<file path="config.mk">
export PLATFORM = sky130hd
export DESIGN_NAME = gppm_mul_seq
export DESIGN_NICKNAME = d
export VERILOG_FILES = /design/src/rtl/gppm_mul_seq.sv
export SDC_FILE = /design/constraint.sdc
export NUM_CORES = 1
export LEC_CHECK = 0
export BUFFER_PORTS_ARGS = -buffer_cell sky130_fd_sc_hd__buf_4
export CAP_MARGIN = 20
export CORE_UTILIZATION = 32
export CTS_BUF_LIST = sky130_fd_sc_hd__clkbuf_2 sky130_fd_sc_hd__clkbuf_4 sky130_fd_sc_hd__clkbuf_8
export CTS_CLUSTER_SIZE = 28
export DETAILED_ROUTE_END_ITERATION = 12
export PLACE_DENSITY = 0.78
export SETUP_SLACK_MARGIN = 0.4
export SYNTH_ARGS = -nofsm -noshare
export SYNTH_HDL_FRONTEND = slang
export SYNTH_SLANG_ARGS = --single-unit
</file>
<file path="constraint.sdc">
create_clock -name clk -period 1.25 [get_ports clk]
set_input_delay 0.1875 -clock clk [delete_from_list [all_inputs] [get_ports clk]]
set_output_delay 0.1875 -clock clk [all_outputs]
set_load 0.005 [all_outputs]
</file>
<file path="src/rtl/gppm_mul_seq.sv">
// Sequential 3x3 multiplier that drives a GPPM register/ALU unit through
// repeated addition, one instruction per state.
module gppm_mul_seq #(
  parameter logic [3:0] OP_ADD = 4'b0000,
  parameter logic [3:0] OP_SUB = 4'b0001,
  parameter logic [4:0] R_A    = 5'd0,
  parameter logic [4:0] R_B    = 5'd1,
  parameter logic [4:0] R_ACC  = 5'd2,
  parameter logic [4:0] R_ONE  = 5'd3,
  parameter logic [4:0] R_ZERO = 5'd4
) (
  input  logic        clk,
  input  logic        reset_n,
  input  logic        start,
  input  logic [2:0]  num1,
  input  logic [2:0]  num2,
  input  logic [31:0] gppm_out,
  input  logic        is_zero,
  output logic [63:0] instruction,
  output logic        busy,
  output logic        done,
  output logic [5:0]  product
);

  typedef enum logic [3:0] {
    S_IDLE, S_LD_A, S_LD_B, S_LD_ONE, S_LD_ZERO, S_LD_ACC,
    S_CHECK, S_ACCUM, S_DEC, S_RESULT, S_DONE
  } state_t;

  state_t     r_state;
  logic       r_busy;
  logic       r_done;
  logic [5:0] r_product;
  logic       w_unused;

  // Only the low six bits carry the product; the rest of the ALU word is dropped.
  assign w_unused = ^gppm_out[31:6];

  function automatic logic [63:0] pack_instr(
    input logic [4:0] src_a, input logic [4:0] src_b, input logic [4:0] dst,
    input logic [3:0] op, input logic sel, input logic we, input logic [2:0] imm
  );
    logic [63:0] w;
    w        = '0;
    w[5:1]   = src_a;
    w[10:6]  = src_b;
    w[15:11] = dst;
    w[19:16] = op;
    w[20]    = sel;
    w[21]    = we;
    w[24:22] = imm;
    return w;
  endfunction

  always_comb begin
    instruction = '0;
    case (r_state)
      S_LD_A:    instruction = pack_instr(5'd0, 5'd0, R_A,    4'd0, 1'b0, 1'b1, num1);
      S_LD_B:    instruction = pack_instr(5'd0, 5'd0, R_B,    4'd0, 1'b0, 1'b1, num2);
      S_LD_ONE:  instruction = pack_instr(5'd0, 5'd0, R_ONE,  4'd0, 1'b0, 1'b1, 3'd1);
      S_LD_ZERO: instruction = pack_instr(5'd0, 5'd0, R_ZERO, 4'd0, 1'b0, 1'b1, 3'd0);
      S_LD_ACC:  instruction = pack_instr(5'd0, 5'd0, R_ACC,  4'd0, 1'b0, 1'b1, 3'd0);
      S_CHECK:   instruction = pack_instr(R_B,   R_ZERO, 5'd0,  OP_ADD, 1'b1, 1'b0, 3'd0);
      S_ACCUM:   instruction = pack_instr(R_ACC, R_A,    R_ACC, OP_ADD, 1'b1, 1'b1, 3'd0);
      S_DEC:     instruction = pack_instr(R_B,   R_ONE,  R_B,   OP_SUB, 1'b1, 1'b1, 3'd0);
      S_RESULT:  instruction = pack_instr(R_ACC, R_ZERO, 5'd0,  OP_ADD, 1'b1, 1'b0, 3'd0);
      default:   instruction = '0;
    endcase
  end

  // busy/done are updated from the state being entered so they line up with it.
  always_ff @(posedge clk or negedge reset_n) begin
    if (!reset_n) begin
      r_state   <= S_IDLE;
      r_busy    <= 1'b0;
      r_done    <= 1'b0;
      r_product <= '0;
    end else begin
      r_done <= 1'b0;
      case (r_state)
        S_IDLE: begin
          if (start) begin
            r_state <= S_LD_A;
            r_busy  <= 1'b1;
          end
        end
        S_LD_A:    r_state <= S_LD_B;
        S_LD_B:    r_state <= S_LD_ONE;
        S_LD_ONE:  r_state <= S_LD_ZERO;
        S_LD_ZERO: r_state <= S_LD_ACC;
        S_LD_ACC:  r_state <= S_CHECK;
        S_CHECK:   r_state <= is_zero ? S_RESULT : S_ACCUM;
        S_ACCUM:   r_state <= S_DEC;
        S_DEC:     r_state <= S_CHECK;
        S_RESULT: begin
          r_state   <= S_DONE;
          r_product <= gppm_out[5:0];
          r_done    <= 1'b1;
        end
        S_DONE: begin
          r_state <= S_IDLE;
          r_busy  <= 1'b0;
        end
        default: begin
          r_state <= S_IDLE;
          r_busy  <= 1'b0;
        end
      endcase
    end
  end

  assign busy    = r_busy;
  assign done    = r_done;
  assign product = r_product;

endmodule

</file>
After elaboration in Yosys (flattened, before gate mapping). Index checks and enable logic that the tools add are counted.

Bits of input ports: 42. Memories kept: 0. Flip-flop bits (word level): 12. Output and inout bits: 72. ROM bits: 0. Latch bits: 0. Bits in writable memories: 0.

Shift operators: 0. Add/sub/neg operators: 0. Div/mod/pow operators: 0. Equality and inequality tests: 10. Bitwise operators: 1. Multiplexer cells: 7. Reduce and logical (&&, ||, !) cells: 4. Multiply operators: 0. $lt $le $gt $ge: 0.

Operators by type and width (number): 25-bit case mux with 9 select lines (1); 4-bit case mux with 9 select lines (1); 4-bit by 3-bit equality test with 1-bit output (second input constant) (4); 9-bit OR reduction (1); 4-bit by 2-bit equality test with 1-bit output (second input constant) (2); 4-bit equality test (second input constant) (2); 4-bit two-way mux (2); 4-bit by 1-bit equality test with 1-bit output (second input constant) (1); 4-bit zero test (1); 1-bit two-way mux (2); 2-bit != test (second input constant) (1); 1-bit case mux with 2 select lines (1); 2-bit AND reduction (1); 2-bit OR reduction (1); 1-bit inverter (1).

Longest topological paths before layout. Gate-level depths: netlist of run 1.

Word-level depth: 4. Gate-level depth with buffers: 5.

Worst setup path before layout of run 1. Ideal clock, no wire load.

Path type: reg2reg. Start: register r_state[0]. End: register r_product[0] (netlist: product[0]). Setup time: 0.125 ns. Arrival time: 1.166 ns. Setup slack: -0.042 ns. Clock period less this slack: 1.292 ns. Cell stages (with the launch flop): 5. Cell sequence: dfrtp_1 > nor2b_4 > and3_4 > buf_12 > mux2_4.

Longest elaborated chain between the ends: 1.

RTL lines: from (decl) (RTL line 30) `state_t r_state;`; from (signal assigned) (RTL line 92) `S_CHECK: r_state <= is_zero ? S_RESULT : S_ACCUM;`; 4-bit equality test (RTL line 80) `case (r_state)`; to (signal assigned) (RTL line 97) `r_product <= gppm_out[5:0];`; to (decl) (RTL line 33) `logic [5:0] r_product;`.

Every way passes these cells. A chain may end at the register's enable or synchronous reset.

Worst setup path after layout of run 1.
Start: register r_state[1]. End: output port instruction[1].

Longest elaborated chain between the ends: 2. Elaborated cells between the ends (all ways): 10.

RTL lines: 4-bit equality test (tied with other cells) (RTL line 57) `case (r_state)`; 25-bit case mux with 9 select lines * (RTL line 57); to (decl) (RTL line 19) `output logic [63:0] instruction,`.

Every way passes the cells marked *; elsewhere a longest branch is shown, timed or not.

==> run summary, run 1 <==
PortBufs: 37
startpoint types: flip-flop
Final Non-Filler Cells: 240
synthesized area per cell: 9.06 µm²
violated checks: setup timing
Fmax: 616 MHz
post-synthesis cell count: 119
Crit Path Class: reg -> out
Worst Setup Slack, final: -0.372 ns
Yosys top cell area share: 36.2%
Core ar.: 3130 µm²
total number of vias: 950
max_cap viols: 0
worst min-delay path class: in -> reg
internal power: 0.00282 W
commonest register cell after synthesis: dfrtp_1
number of global-route vias before repair: 784
area grow syn2layout: 71.5%
combinational share of power: 76.1%
top cells by count, synth: buf_4 (52), dfrtp_1 (12), mux2_4 (6), nor2_1 (6), o21ai_0 (6)
Initial Util: 34.5%
Worst EP required: 1.06 ns
Final Slew Violations: 0
largest net degree at the start of global routing: 13
register area share after synthesis: 27.8%
switch share: 35.3%
Synth area leader: buf_4
Antenna diodes: 0
unique cell type count in the Yosys netlist: 27
GP Congestion: 0.824
PD cells: 2350 nW/µm²
WL per Instance: 11.5 µm
Switch Pwr: 0.00154 W
Hold WS: 0.138 ns
status: complete, but fails checks
Post-Syn Area: 1080 µm²
post-synthesis mux area share: 8.35%
DRT iter0 DRCs: 19
final net count: 239
DIE AREA: 3610 µm²
total CTS buffers: 3
Remaining DRCs: 0
fin crit share: 130%
final setup TNS: -6.06 ns
RSZ-0062 raised after global routing: true
Adder-Cell Fraction of Synth Area: 0%
Clock Tree Root: clkbuf_4
final wirelength: 2770 µm
Vias/cell: 3.96
# IOs: 114
most common cell in the netlist: buf_4
GRT overflow: 0
Longest Clk Path Bufs: 2
CTS tree: done
largest family of logic cells by synthesized area: buffers and inverters
Place WS: -0.119 ns
Yosys warnings: 0
clk slew on worst S/H paths: 0.08 ns
Post-Synth Simple-Gate Area: 12.5%
initial antenna violation count: 0
HPWL after DPL: 1570 µm
Yosys reg bits: 12
Worst-Skew Late Latency: 0.27 ns
GRT Util Overall: 13.7%
part of the power in registers: 16.7%
Post-Place Cells: 213
Post-synth EDFFs: 0
Hold Violations, Final: 0
fraction of registers with async set/reset: 100%
leakage: 0.958 nW
minimum clock period: 1.62 ns
Post-Synth XOR/XNOR Area: 0%
Max IR drop VDD: 0.000644 V
critical path endpoint category: output pin
critical path data arrival time: 1.43 ns
first-pass iteration count of the detailed router: 4
layout cells sized above 1: 61.7%
Site Rows: 20
die height: 60.1 µm
Antenna Nets Post-Route: 0
clock skew: 0.00236 ns
Final Setup Violations: 23
clk sinks: 12
Max FO, Critical Path: 3
Die X: 60.1 µm
htree depth: 1
first-pass GRT wire length: 3560 µm
largest cells by area after synthesis: buf_4 (36%), dfrtp_1 (28%), mux2_4 (8.4%)
Synth Area in Compound Gates: 10.3%
clock power share: 7.1%
cell type report:
cell class,instances,area (µm²)
multi-input cells,96,683
flip-flops and latches,12,303
fillers,264,1280
repair buffers,80,754
clock buffers,4,36.3
well taps,44,55.1
inverters,4,17.5
sequential cells by signal, summed over array words and instances, names as in the netlist:
signal   count
product      6
busy         1
done         1
r_state      4
path summary, 6_finish.rpt:
check,start,end,slack [ns],cells after the start
worst max-delay path,r_state[1],instruction[1],-0.37,6
worst min-delay path,gppm_out[1],product[1],0.14,2
worst max register to register,r_state[1],product[0],-0.32,6
worst min register to register,product[4],product[4],0.54,1
max in group asynchronous,reset_n,r_state[2],0.78,2
min in group asynchronous,reset_n,r_state[3],0.30,2
worst max-delay path: stages (launching register included):
cell and delay [ns]:
dfrtp_2 0.43, buf_6 0.13, buf_6 0.11, nor2_4 0.12, a2bb2o_4 0.15, nor2b_4 0.13
buf_6 0.09
timing repair:
action                                  CTS  global route
buffers inserted                         11            10
hold buffers                              1             0
cloned                                    0             1
pin swaps                                 9            15
resized for setup                        50            23
endpoints found under the setup margin   34            34
endpoints found under the hold margin    12             0
stage by stage:
stage / area [µm²] / util [%] / total power, W
2_1_floorplan: 1310 / - / 0.00178
3_3_place_gp: 1350 / 43.0 / 0.00260
3_5_place_dp: 1350 / 43.0 / 0.00263
4_1_cts: 1660 / 53.2 / 0.00377
5_1_grt: 1850 / 59.1 / 0.00460
6_report: 1850 / 59.1 / 0.00435
layer usage:
layer  track usage [%]  part of all wire, %  vias to the layer above
li1                  -                    -                      444
met1              14.8                   37                      458
met4              5.98                  1.4                        0
met3              1.30                  3.6                        4
met5                 0                    0                        -
met2              26.7                   58                       44
power groups by stage:
stage,sequential (W),clock [W],combinational [W]
after floorplan,0.000708,0,0.00107
after global placement,0.000679,0,0.00192
after detailed placement,0.000683,0,0.00195
after CTS,0.000704,0.000324,0.00274
after global routing,0.000745,0.000340,0.00352
final,0.000729,0.000310,0.00331
logic make-up (layout without fill, tap and decap cells):
family,after synthesis,after routing
flip-flops,12,12
AND/OR/NAND/NOR,23,23
multiplexers,6,6
AO/OA/AOI/OAI,17,17
buffers and inverters,60,88
other,1,50
cells in the final DEF (no fill, tap or decap), types with 3 or more instances in the layout:
master	instances
dfrtp_1	10
buf_4	38
clkbuf_4	3
conb_1	50
nand2b_4	3
mux2_4	6
buf_6	39
nor2_1	4
Power figures use the tool's default switching activity.
==> run 2: changes to the inputs <==
--- a/config.mk
+++ b/config.mk
@@ -16,3 +16,4 @@
 export SYNTH_ARGS = -nofsm -noshare
 export SYNTH_HDL_FRONTEND = slang
 export SYNTH_SLANG_ARGS = --single-unit
+export TNS_END_PERCENT = 10
==> run 2 against run 1 <==
  * The flow still finishes with violations (setup timing)
  * Fmax is 2.8% higher
  * Clock power fell by 3%
  * Critical path depth is 1 lower
  * Combinational power is 31% lower
  * Clock-buffer cell count did not move
  * Final area is 17% lower
  * Largest cell class is now multi-input gates
==> run summary, run 2 (synthesis results as in run 1) <==
die height: 60.1 µm (unchanged)
total CTS buffers: 3 (unchanged)
GP Congestion: 0.789 (-4.2%)
WL met3: 86 µm (-14%)
WL met2: 1240 µm (-23%)
minimum clock period: 1.58 ns (-0.0443 ns)
worst min-delay path class: in -> reg
DRT iter0 DRCs: 15 (-4)
final wirelength: 2140 µm (-23%)
internal power: 0.00216 W (-23%)
Worst EP required: 1.06 ns (about the same)
final setup TNS: -4.49 ns (+1.58 ns)
startpoint types: flip-flop
R2R depth: 8 (+2)
part of the power in registers: 22.4% (+5.7 points)
fin crit share: 126% (-3.5 points)
initial antenna violation count: 0 (unchanged)
Die X: 60.1 µm (unchanged)
Max FO, Critical Path: 5 (+2)
clk slew on worst S/H paths: 0.08 ns (about the same)
Antenna diodes: 0 (unchanged)
largest net degree at the start of global routing: 14 (+1)
Worst Setup Slack, final: -0.328 ns (+0.0443 ns)
layout cells sized above 1: 49.4% (-12 points)
htree depth: 1 (unchanged)
Site Rows: 20 (unchanged)
Crit Path Class: reg -> out
clk sinks: 12 (unchanged)
Place WS: -0.104 ns (+0.0146 ns)
RSZ-0062 raised after global routing: true
leakage: 0.812 nW (-15%)
total number of vias: 840 (-12%)
top layer in use: met3
WL per Instance: 9.83 µm (-15%)
Remaining DRCs: 0 (unchanged)
Max IR drop VDD: 0.000548 V (-15%)
status: complete, but fails checks
max_cap viols: 0 (unchanged)
Final Setup Violations: 21 (-8.7%)
WHS Path Cells: 2 (unchanged)
HPWL after DPL: 1550 µm (-1.2%)
final net count: 217 (-9.2%)
max reg flops: 6 (unchanged)
Hold Violations, Final: 0 (unchanged)
Fmax: 634 MHz (+2.8%)
Vias/cell: 3.85 (-2.7%)
GRT Util Overall: 11.2% (-2.5 points)
DIE AREA: 3610 µm² (unchanged)
number of global-route vias before repair: 745 (-5.0%)
DRT met1 WL: 815 µm (-20%)
Final Slew Violations: 0 (unchanged)
critical path data arrival time: 1.39 ns (-0.04 ns)
PD cells: 2170 nW/µm² (-7.8%)
violated checks: setup timing
# IOs: 114 (unchanged)
Switch Pwr: 0.00116 W (-24%)
switch share: 34.9% (-0.35 points)
PortBufs: 37 (unchanged)
commonest non-fill, non-tap cell in the layout: conb_1
first-pass GRT wire length: 3060 µm (-14%)
combinational share of power: 68.5% (-7.6 points)
Longest Clk Path Bufs: 2 (unchanged)
first-pass iteration count of the detailed router: 4 (unchanged)
critical path endpoint category: output pin
GRT overflow: 0 (unchanged)
clock power share: 9.1% (+2.0 points)
clock skew: 0.000773 ns (-0.00159 ns)
Clock Tree Root: clkbuf_4
Core ar.: 3130 µm² (unchanged)
Initial Util: 34.5% (unchanged)
Antenna Nets Post-Route: 0 (unchanged)
Worst-Skew Late Latency: 0.26 ns (about the same)
CTS tree: done
most frequent cells in the layout: conb_1 (50), buf_4 (38), buf_6 (17), dfrtp_1 (10), mux2_4 (6)
area grow syn2layout: 41.8%
[run 2: cell count changes in the layout (fill, tap and decap cells not counted), moves of 2 or more]
cell / change
o21bai_4: -2
buf_6: -22
nor2_4: -2
o21ai_0: +2
o21ai_2: -2
o21bai_1: +2
[run 2: layout make-up]
| class | count | area, µm² |
|---|---|---|
| fill | 300 | 1600 |
| multi-input combinational | 96 | 598 |
| timing repair buffer | 58 | 522 |
| sequential | 12 | 303 |
| tap | 44 | 55.1 |
| clock buffer | 4 | 36.3 |
| inverter | 4 | 15.0 |
[run 2: worst paths after layout]
kind,start,to,slack (ns)
worst max-delay path,r_state[1],instruction[24],-0.33
worst min-delay path,gppm_out[2],product[2],0.15
worst max register to register,r_state[1],r_state[2],-0.19
worst min register to register,product[0],product[0],0.54
max in group asynchronous,reset_n,r_state[3],0.77
min in group asynchronous,reset_n,product[2],0.31
[run 2: critical path, stage by stage, from the launching register on]
cell	delay (ns)
dfrtp_2	0.48
buf_6	0.15
and2b_1	0.16
a22oi_1	0.14
nor2_1	0.06
buf_4	0.13
[run 2: metal layers]
metal | vias to the layer above | GRT usage [%]
met2 | 36 | 22.5
met1 | 402 | 11.7
met3 | 0 | 1.73
li1 | 402 | -
met4 | 0 | 3.32
met5 | - | 0
[run 2: timing repair]
action,4_1_cts,5_1_grt
hold endpoints to repair,12,0
hold buffers,1,0
resized for setup,28,11
pin swaps,4,3
endpoints found under the setup margin,34,34
setup buffers,7,0
[run 2: stage by stage]
step	cell area [µm²]	util, %	total power [W]	hold slack [ns]	std cells
global route	1530	48.9	0.00354	0.136	218
detailed placement	1270	40.6	0.00241	0.0400	206
floorplan	1260	-	0.00164	-0.108	168
global placement	1270	40.6	0.00237	0.0374	206
finish	1530	48.9	0.00332	0.148	218
CTS	1500	47.9	0.00323	0.140	218
[run 2: power by group through the flow]
stage	Combinational (W)	Clock [W]	Sequential [W]
floorplan	0.000944	0	0.000696
global placement	0.00167	0	0.000698
finish	0.00227	0.000302	0.000745
detailed placement	0.00171	0	0.000702
CTS	0.00218	0.000315	0.000732
global route	0.00245	0.000333	0.000764
